--- src/rtl/cla_pipe_adder.sv ---
// Pipelined carry-lookahead adder/subtractor.
// One BLOCK-bit lookahead group is resolved per register stage.
module cla_pipe_adder #(
    parameter int WIDTH = 16,
    parameter int BLOCK = 4
) (
    input  logic             clk,
    input  logic             rst,
    input  logic             in_valid,
    output logic             in_ready,
    input  logic [WIDTH-1:0] a,
    input  logic [WIDTH-1:0] b,
    input  logic             cin,
    input  logic             sub,
    output logic             out_valid,
    input  logic             out_ready,
    output logic [WIDTH-1:0] s,
    output logic             cout,
    output logic             ovf
);

    localparam int NSTAGE = WIDTH / BLOCK;

    logic adv;

    assign adv      = !out_valid || out_ready;
    assign in_ready = adv;

    // Group carries as flat sum-of-products, no ripple between bits.
    function automatic logic [BLOCK:0] lookahead(
        input logic [BLOCK-1:0] x,
        input logic [BLOCK-1:0] y,
        input logic             c0
    );
        logic [BLOCK-1:0] p;
        logic [BLOCK-1:0] g;
        logic [BLOCK:0]   c;
        logic             t;
        p    = x ^ y;
        g    = x & y;
        c    = '0;
        c[0] = c0;
        for (int i = 0; i < BLOCK; i++) begin
            t = c0;
            for (int j = 0; j <= i; j++) begin
                t = t & p[j];
            end
            c[i+1] = t;
            for (int j = 0; j <= i; j++) begin
                t = g[j];
                for (int m = j + 1; m <= i; m++) begin
                    t = t & p[m];
                end
                c[i+1] = c[i+1] | t;
            end
        end
        return c;
    endfunction

    // Stage k: acc holds resolved sum bits below group k and raw A above;
    // rb holds only the b_eff slices not yet consumed.
    for (genvar k = 0; k < NSTAGE; k++) begin : st
        localparam int RW = WIDTH - k * BLOCK;

        logic             v;
        logic             c;
        logic [WIDTH-1:0] acc;
        logic [RW-1:0]    rb;
        logic [BLOCK:0]   cc;
        logic [WIDTH-1:0] nacc;

        // Resolve group k and splice its sum into the accumulator.
        always_comb begin
            cc   = lookahead(acc[k*BLOCK +: BLOCK], rb[BLOCK-1:0], c);
            nacc = acc;
            nacc[k*BLOCK +: BLOCK] = acc[k*BLOCK +: BLOCK]
                                   ^ rb[BLOCK-1:0]
                                   ^ cc[BLOCK-1:0];
        end

        if (k == 0) begin : ld
            // Input stage: condition operands for subtract at accept.
            always_ff @(posedge clk) begin
                if (rst) begin
                    v   <= 1'b0;
                    c   <= 1'b0;
                    acc <= '0;
                    rb  <= '0;
                end else if (adv) begin
                    v   <= in_valid;
                    c   <= cin ^ sub;
                    acc <= a;
                    rb  <= sub ? ~b : b;
                end
            end
        end else begin : ld
            // Inner stage: take the predecessor's partial result and carry.
            always_ff @(posedge clk) begin
                if (rst) begin
                    v   <= 1'b0;
                    c   <= 1'b0;
                    acc <= '0;
                    rb  <= '0;
                end else if (adv) begin
                    v   <= st[k-1].v;
                    c   <= st[k-1].cc[BLOCK];
                    acc <= st[k-1].nacc;
                    rb  <= st[k-1].rb[RW+BLOCK-1:BLOCK];
                end
            end
        end
    end

    assign out_valid = st[NSTAGE-1].v;
    assign s         = st[NSTAGE-1].nacc;
    assign cout      = st[NSTAGE-1].cc[BLOCK];
    assign ovf       = st[NSTAGE-1].cc[BLOCK] ^ st[NSTAGE-1].cc[BLOCK-1];

endmodule
--- config.mk ---
export PLATFORM = sky130hd
export DESIGN_NAME = cla_pipe_adder
export DESIGN_NICKNAME = d
export VERILOG_FILES = /design/src/rtl/cla_pipe_adder.sv
export SDC_FILE = /design/constraint.sdc
export NUM_CORES = 1
export LEC_CHECK = 0
export CORE_MARGIN = 5
export CORE_UTILIZATION = 42
export CTS_CLUSTER_SIZE = 20
export DETAILED_ROUTE_END_ITERATION = 8
export SYNTH_ARGS = -nofsm -noshare
export SYNTH_HDL_FRONTEND = slang
export SYNTH_SLANG_ARGS = --single-unit
--- constraint.sdc ---
create_clock -name clk -period 2.35 [get_ports clk]
set_input_delay 0.47 -clock clk [delete_from_list [all_inputs] [get_ports clk]]
set_output_delay 0.47 -clock clk [all_outputs]
set_load 0.03 [all_outputs]
# After elaboration in Yosys (flattened, before gate mapping)
# Index checks and enable logic that the tools add are counted.
# classes
mux	1
n_bitwise	95
reduce_logical	2
# ops
operator	n
$and 1x1->1	40
$or 1x1->1	40
$xor 4x4->4	8
$and 4x4->4	4
$mux 16	1
$not 16->16	1
$xor 1x1->1	2
$logic_not 1->1	1
$logic_or 1x1->1	1
# word_totals
regBits	112
input_bits	38
output_inout_bits	20
word_cells	114

# Depth between registers and ports, before layout
# logic_depth
word_depth	10
depth_mapped	6
mapped_depth_nobuf	5

# Least setup slack after synthesis
# OpenSTA, ideal clock, no wires.
# synth_timing
path_type	reg-to-output
startpoint	reg st[3].acc[12]
endpoint	out s[15]
arrival_time_ns	1.637
required_time_ns	1.880
setup_slack_ns	0.243
path_stages_with_launch	6
path_buffers	0
cell_sequence	dfxtp_1 ha_1 ha_1 o21a_1 o22a_1 xor2_1
# synth_via
elab_chain_cells	8
word_cells_on_any_way	11
cone_classes	bitwise: 11
# synth_rtl
element	line_no	rtl
start: declaration	67	logic [WIDTH-1:0] acc;
start signal: assignment	107	acc <= st[k-1].nacc;
$xor 4x4->4	39	p = x ^ y;
$and 1x1->1 (3 in series)	46	t = t & p[j];
$or 1x1->1 (*) (3 in series)	54	c[i+1] = c[i+1] | t;
$xor 4x4->4 (*)	78	^ cc[BLOCK-1:0];
end: declaration	17	output logic [WIDTH-1:0] s,
# Every way passes the cells marked *; elsewhere a longest branch is shown, timed or not.

# Final worst setup path
# layout_timing
startpoint	reg st[3].rb[0]
endpoint	out ovf
# layout_via
elab_chain_cells	10
word_cells_on_any_way	17
cone_classes	bitwise: 17
# layout_rtl
element	line_no	rtl
start: declaration	68	logic [RW-1:0] rb;
start signal: assignment	108	rb <= st[k-1].rb[RW+BLOCK-1:BLOCK];
$xor 4x4->4	39	
$and 1x1->1 (4 in series)	46	
$or 1x1->1 (4 in series)	54	
$xor 1x1->1 (*)	117	assign ovf = st[NSTAGE-1].cc[BLOCK] ^ st[NSTAGE-1].cc[BLOCK-1];
end: declaration	19	output logic ovf
# Marks and branches as above.

==> impl_results.html <==
<table>
<tr><th>Metric</th><th>Value</th></tr>
<tr><th colspan="2">Outcome</th></tr>
<tr><td>Run status</td><td>finished with violations</td></tr>
<tr><td>Failing checks</td><td>negative setup slack</td></tr>
<tr><th colspan="2">Clock network</th></tr>
<tr><td>Max Root-Sink Buffers</td><td>2</td></tr>
<tr><td>TritonCTS Buffers</td><td>9</td></tr>
<tr><td>Insertion delay to the later sink of the worst-skew pair</td><td>0.34 ns</td></tr>
<tr><td>Clock Root Buffer</td><td>sky130_fd_sc_hd__clkbuf_16</td></tr>
<tr><td>Count of clock tree sinks</td><td>112</td></tr>
<tr><td>H-tree Lvls</td><td>3</td></tr>
<tr><td>CTS tree</td><td>yes</td></tr>
<tr><td>Post-CTS Hold Buffers</td><td>0</td></tr>
<tr><td>Post-CTS setup buffers</td><td>0</td></tr>
<tr><td>Register clock-pin slew on the reported worst setup and hold paths</td><td>0.07 ns</td></tr>
<tr><th colspan="2">GRT</th></tr>
<tr><td>Maximum number of pins on one net before global-route repair</td><td>101</td></tr>
<tr><td>Overall overflow remaining after global route</td><td>0</td></tr>
<tr><td>Via count of the first global-routing pass</td><td>3454</td></tr>
<tr><td>Total Routing Usage GR</td><td>14.4%</td></tr>
<tr><td>Antenna violations before repair</td><td>0</td></tr>
<tr><td>Global-route wire length before repair</td><td>15900 um</td></tr>
<tr><th colspan="2">Yosys</th></tr>
<tr><td>Mean instance size in the synthesized netlist</td><td>8.36 um2</td></tr>
<tr><td>Summed instance area of the synthesized netlist</td><td>0.00477 mm2</td></tr>
<tr><td>Cell accounting for the most synthesized area</td><td>sky130_fd_sc_hd__dfxtp_1</td></tr>
<tr><td>Warning count from the yosys run</td><td>0</td></tr>
<tr><td>Flops &amp; latches, synth</td><td>112</td></tr>
<tr><td>Number of nets in the synthesized netlist</td><td>632</td></tr>
<tr><td>Distinct cell type count of the synthesized netlist</td><td>28</td></tr>
<tr><td>Top area cells in the synthesized netlist</td><td>sky130_fd_sc_hd__dfxtp_1 47%, sky130_fd_sc_hd__nand2_1 13%, sky130_fd_sc_hd__a21oi_1 8.6%</td></tr>
<tr><td>Fraction of post-synthesis cell area in the top cell type by area</td><td>47.0%</td></tr>
<tr><td>Synthesized instance count</td><td>570</td></tr>
<tr><td>Share of the yosys chip area belonging to registers</td><td>47.0%</td></tr>
<tr><th colspan="2">STA</th></tr>
<tr><td>Pin slew with the least headroom to its limit</td><td>0.784 ns</td></tr>
<tr><td>Worst clock skew</td><td>0.00494 ns</td></tr>
<tr><td>Setup violations, final</td><td>2</td></tr>
<tr><td>Smallest setup slack after layout</td><td>-0.160 ns</td></tr>
<tr><td>Shortest clock period the worst path allows after layout</td><td>2.51 ns</td></tr>
<tr><td>Relative max-transition margin</td><td>47.7%</td></tr>
<tr><td>Post-route clock period utilization</td><td>107%</td></tr>
<tr><td>Setup repair after global routing missed its margin</td><td>yes</td></tr>
<tr><td>Number of hold-slack violations in the final timing report</td><td>0</td></tr>
<tr><td>Max Transition Viols Final</td><td>0</td></tr>
<tr><td>Maximum frequency from static timing analysis</td><td>0.398 GHz</td></tr>
<tr><td>Hold slack final</td><td>0.451 ns</td></tr>
<tr><th colspan="2">Placed design</th></tr>
<tr><td>GP Congestion</td><td>0.755</td></tr>
<tr><td>Dpl ws</td><td>-0.0714 ns</td></tr>
<tr><td>Detail Placement HPWL</td><td>6120 um</td></tr>
<tr><td>Count of input and output buffers</td><td>57</td></tr>
<tr><td>Post-DP Area</td><td>0.00534 mm2</td></tr>
<tr><th colspan="2">Floorplan</th></tr>
<tr><td>Die outline height</td><td>117 um</td></tr>
<tr><td>Site Rows</td><td>39</td></tr>
<tr><td>Initial standard-cell utilization of the core</td><td>42.3%</td></tr>
<tr><td>Horiz. Die Dim</td><td>117 um</td></tr>
<tr><td>IO Pins</td><td>58</td></tr>
<tr><td>Area of the placeable core</td><td>0.0113 mm2</td></tr>
<tr><td>DIE AREA</td><td>0.0136 mm2</td></tr>
<tr><th colspan="2">Cells and area</th></tr>
<tr><td>Diode insertion count for antenna repair</td><td>0</td></tr>
<tr><td>Area overhead of the layout relative to synthesis</td><td>19.4%</td></tr>
<tr><td>Layout cells sized above 1</td><td>6.50%</td></tr>
<tr><td>Count of filler cells inserted in the layout</td><td>1112</td></tr>
<tr><td>Fin nets</td><td>658</td></tr>
<tr><td>Register cell area after layout</td><td>0.00224 mm2</td></tr>
<tr><td>Final non-filler cell area</td><td>0.00569 mm2</td></tr>
<tr><td>Area of the multi-input gates</td><td>0.00224 mm2</td></tr>
<tr><th colspan="2">Drt</th></tr>
<tr><td>Initial DRC Count</td><td>189</td></tr>
<tr><td>Detail-routed net length per standard cell</td><td>12.5 um</td></tr>
<tr><td>Final routed DRC violation total</td><td>0</td></tr>
<tr><td>Antenna Violating Nets Remaining</td><td>0</td></tr>
<tr><td>DRT Wirelength</td><td>9320 um</td></tr>
<tr><td>Total via count in the routed design</td><td>3686</td></tr>
<tr><td>Total iterations of the first detailed-routing run</td><td>4</td></tr>
<tr><td>Avg Vias per Cell</td><td>4.96</td></tr>
<tr><th colspan="2">Setup path</th></tr>
<tr><td>Critical-path maximum fanout</td><td>2</td></tr>
<tr><td>CP peak stage delay</td><td>0.34 ns</td></tr>
<tr><td>Buffers and inverters on the worst path</td><td>2</td></tr>
<tr><td>Cell with the largest stage delay on the worst path</td><td>sky130_fd_sc_hd__dfxtp_2</td></tr>
<tr><td>Crit path kind</td><td>register to primary output</td></tr>
<tr><td>Crit path cell chain</td><td>ha_4 -&gt; ha_4 -&gt; o21a_1 -&gt; o22a_1 -&gt; buf_6 -&gt; mux2_4 -&gt; buf_6</td></tr>
<tr><td>Type of element capturing the critical path</td><td>primary output</td></tr>
<tr><td>Kind of start point of the critical path</td><td>register</td></tr>
<tr><td>Signal arrival time at the worst endpoint</td><td>2.04 ns</td></tr>
<tr><td>Cell class contributing the biggest share of worst-path delay</td><td>compound AO/OA/AOI/OAI gates</td></tr>
<tr><td>Required time of the worst setup path</td><td>1.88 ns</td></tr>
<tr><th colspan="2">Power</th></tr>
<tr><td>Internal portion of total power</td><td>3.18 mW</td></tr>
<tr><td>Net switching power of the design</td><td>895 uW</td></tr>
<tr><td>Relative contribution of the clock network to total power</td><td>40.0%</td></tr>
<tr><td>Share of total power in combinational logic</td><td>9.4%</td></tr>
<tr><td>Final Power</td><td>4.08 mW</td></tr>
<tr><td>Leakage power</td><td>2.30 nW</td></tr>
<tr><td>PD cells</td><td>716 mW/mm2</td></tr>
<tr><td>Sw frac</td><td>22.0%</td></tr>
<tr><td>Largest vdd supply drop</td><td>0.320 mV</td></tr>
<tr><td>Portion of total power attributed to sequential cells</td><td>50.7%</td></tr>
<tr><th colspan="2">Job</th></tr>
<tr><td>Max-capacitance violation count</td><td>0</td></tr>
<tr><th colspan="2">Worst hold path</th></tr>
<tr><td>Type of the most critical hold path</td><td>register to register</td></tr>
</table>
-- repair_timing --
action	in CTS	in global routing
setup endpoints to repair	5	4
pin swaps	3	0
resized for setup	13	4
-- placed cells by master, fill, tap and decap left out, types with 4 or more instances in the layout --
| cell type | netlist | routed |
|---|---|---|
| sky130_fd_sc_hd__nand2_1 | 164 | 164 |
| sky130_fd_sc_hd__clkdlybuf4s50_1 | 0 | 49 |
| sky130_fd_sc_hd__ha_1 | 20 | 18 |
| sky130_fd_sc_hd__inv_1 | 8 | 7 |
| sky130_fd_sc_hd__dfxtp_1 | 112 | 110 |
| sky130_fd_sc_hd__nor2_1 | 34 | 34 |
| sky130_fd_sc_hd__buf_4 | 15 | 9 |
| sky130_fd_sc_hd__fa_1 | 4 | 4 |
| sky130_fd_sc_hd__a21oi_1 | 82 | 82 |
| sky130_fd_sc_hd__nand2b_1 | 6 | 6 |
| sky130_fd_sc_hd__clkbuf_16 | 0 | 9 |
| sky130_fd_sc_hd__buf_12 | 0 | 4 |
| sky130_fd_sc_hd__a21o_1 | 4 | 4 |
| sky130_fd_sc_hd__nand3_1 | 6 | 6 |
| sky130_fd_sc_hd__o21a_1 | 4 | 4 |
| sky130_fd_sc_hd__xnor2_1 | 22 | 22 |
| sky130_fd_sc_hd__or4_1 | 6 | 6 |
| sky130_fd_sc_hd__a211oi_1 | 21 | 21 |
| sky130_fd_sc_hd__nand3b_1 | 6 | 6 |
| sky130_fd_sc_hd__o211ai_1 | 6 | 6 |
-- tightest hold or removal path, delay by kind of cell, from the launching register on --
kind	cells	cell delay, ns
DFF	1	0.31
AOI/OAI and AO/OA	1	0.05
and+or+nand+nor	1	0.05
-- Yosys cell counts (all sizes together) --
library cell	number
nand2	164
dfxtp	112
a21oi	82
buf	38
nor2	34
xnor2	22
a211oi	21
ha	20
clkbuf	14
inv	8
nand2b	6
nand3	6
nand3b	6
o211ai	6
or4	6
a21o	4
fa	4
o21a	4
o211a	3
o21ai	3
a221oi	2
mux2	1
nor2b	1
o22a	1
or2	1
xor2	1
-- power groups by stage --
stage | sequential, mW | combinational, mW | clock (mW)
floorplan | 2.09 | 0.261 | 0
global placement | 2.11 | 0.378 | 0
detailed placement | 2.11 | 0.384 | 0
CTS | 2.07 | 0.388 | 1.67
global route | 2.08 | 0.428 | 1.73
finish | 2.07 | 0.381 | 1.63
-- flip-flops by register name, indices dropped and copies added, names as in the netlist --
name	flops
out_valid	1
st.acc	64
st.c	4
st.rb	40
st.v	3
-- per-stage QoR --
step / cells / util (%) / TNS (ns)
2_1_floorplan: 570 / - / 0
3_3_place_gp: 728 / 47.4 / -0.0401
3_5_place_dp: 728 / 47.4 / -0.0714
4_1_cts: 743 / 50.6 / -0.280
5_1_grt: 743 / 50.5 / -0.305
6_report: 743 / 50.5 / -0.196
-- logic make-up (layout without fill, tap and decap cells) --
family | after synthesis | in the layout | synth area share (%)
muxes | 1 | 1 | 0.236
AOI/OAI and AO/OA | 126 | 126 | 15.6
and+or+nand+nor | 224 | 224 | 19.3
buffers and inverters | 60 | 90 | 6.64
DFF | 112 | 112 | 47.0
xor gates and xnor gates | 23 | 23 | 4.23
adders and majority gates | 24 | 24 | 6.93
-- worst paths after layout --
check        depth (start not counted)         start  slack (ns)      endpoint
max reg2reg                          5  st[0].acc[0]        0.59  st[1].acc[3]
max                                  7   st[3].rb[0]       -0.16           ovf
min                                  2  st[1].rb[11]        0.45  st[1].rb[11]
min reg2reg                          2  st[1].rb[11]        0.45  st[1].rb[11]
-- layout make-up --
type / count / area share (%)
clock buffers: 12 / 4.51
inverters: 8 / 0.549
well taps: 143 / 3.14
repair buffers: 67 / 11.9
clock inverters: 3 / 1.14
multi-input cells: 398 / 39.3
flip-flops and latches: 112 / 39.4
-- per-layer routing --
| layer | up-vias | track usage (%) | wire [um] |
|---|---|---|---|
| met5 | - | 0 | 0 |
| met4 | 0 | 6.42 | 191 |
| met3 | 12 | 1.97 | 335 |
| met2 | 53 | 23.3 | 4390 |
| met1 | 1695 | 19.3 | 4410 |
| li1 | 1926 | - | - |
Power figures use the tool's default switching activity.
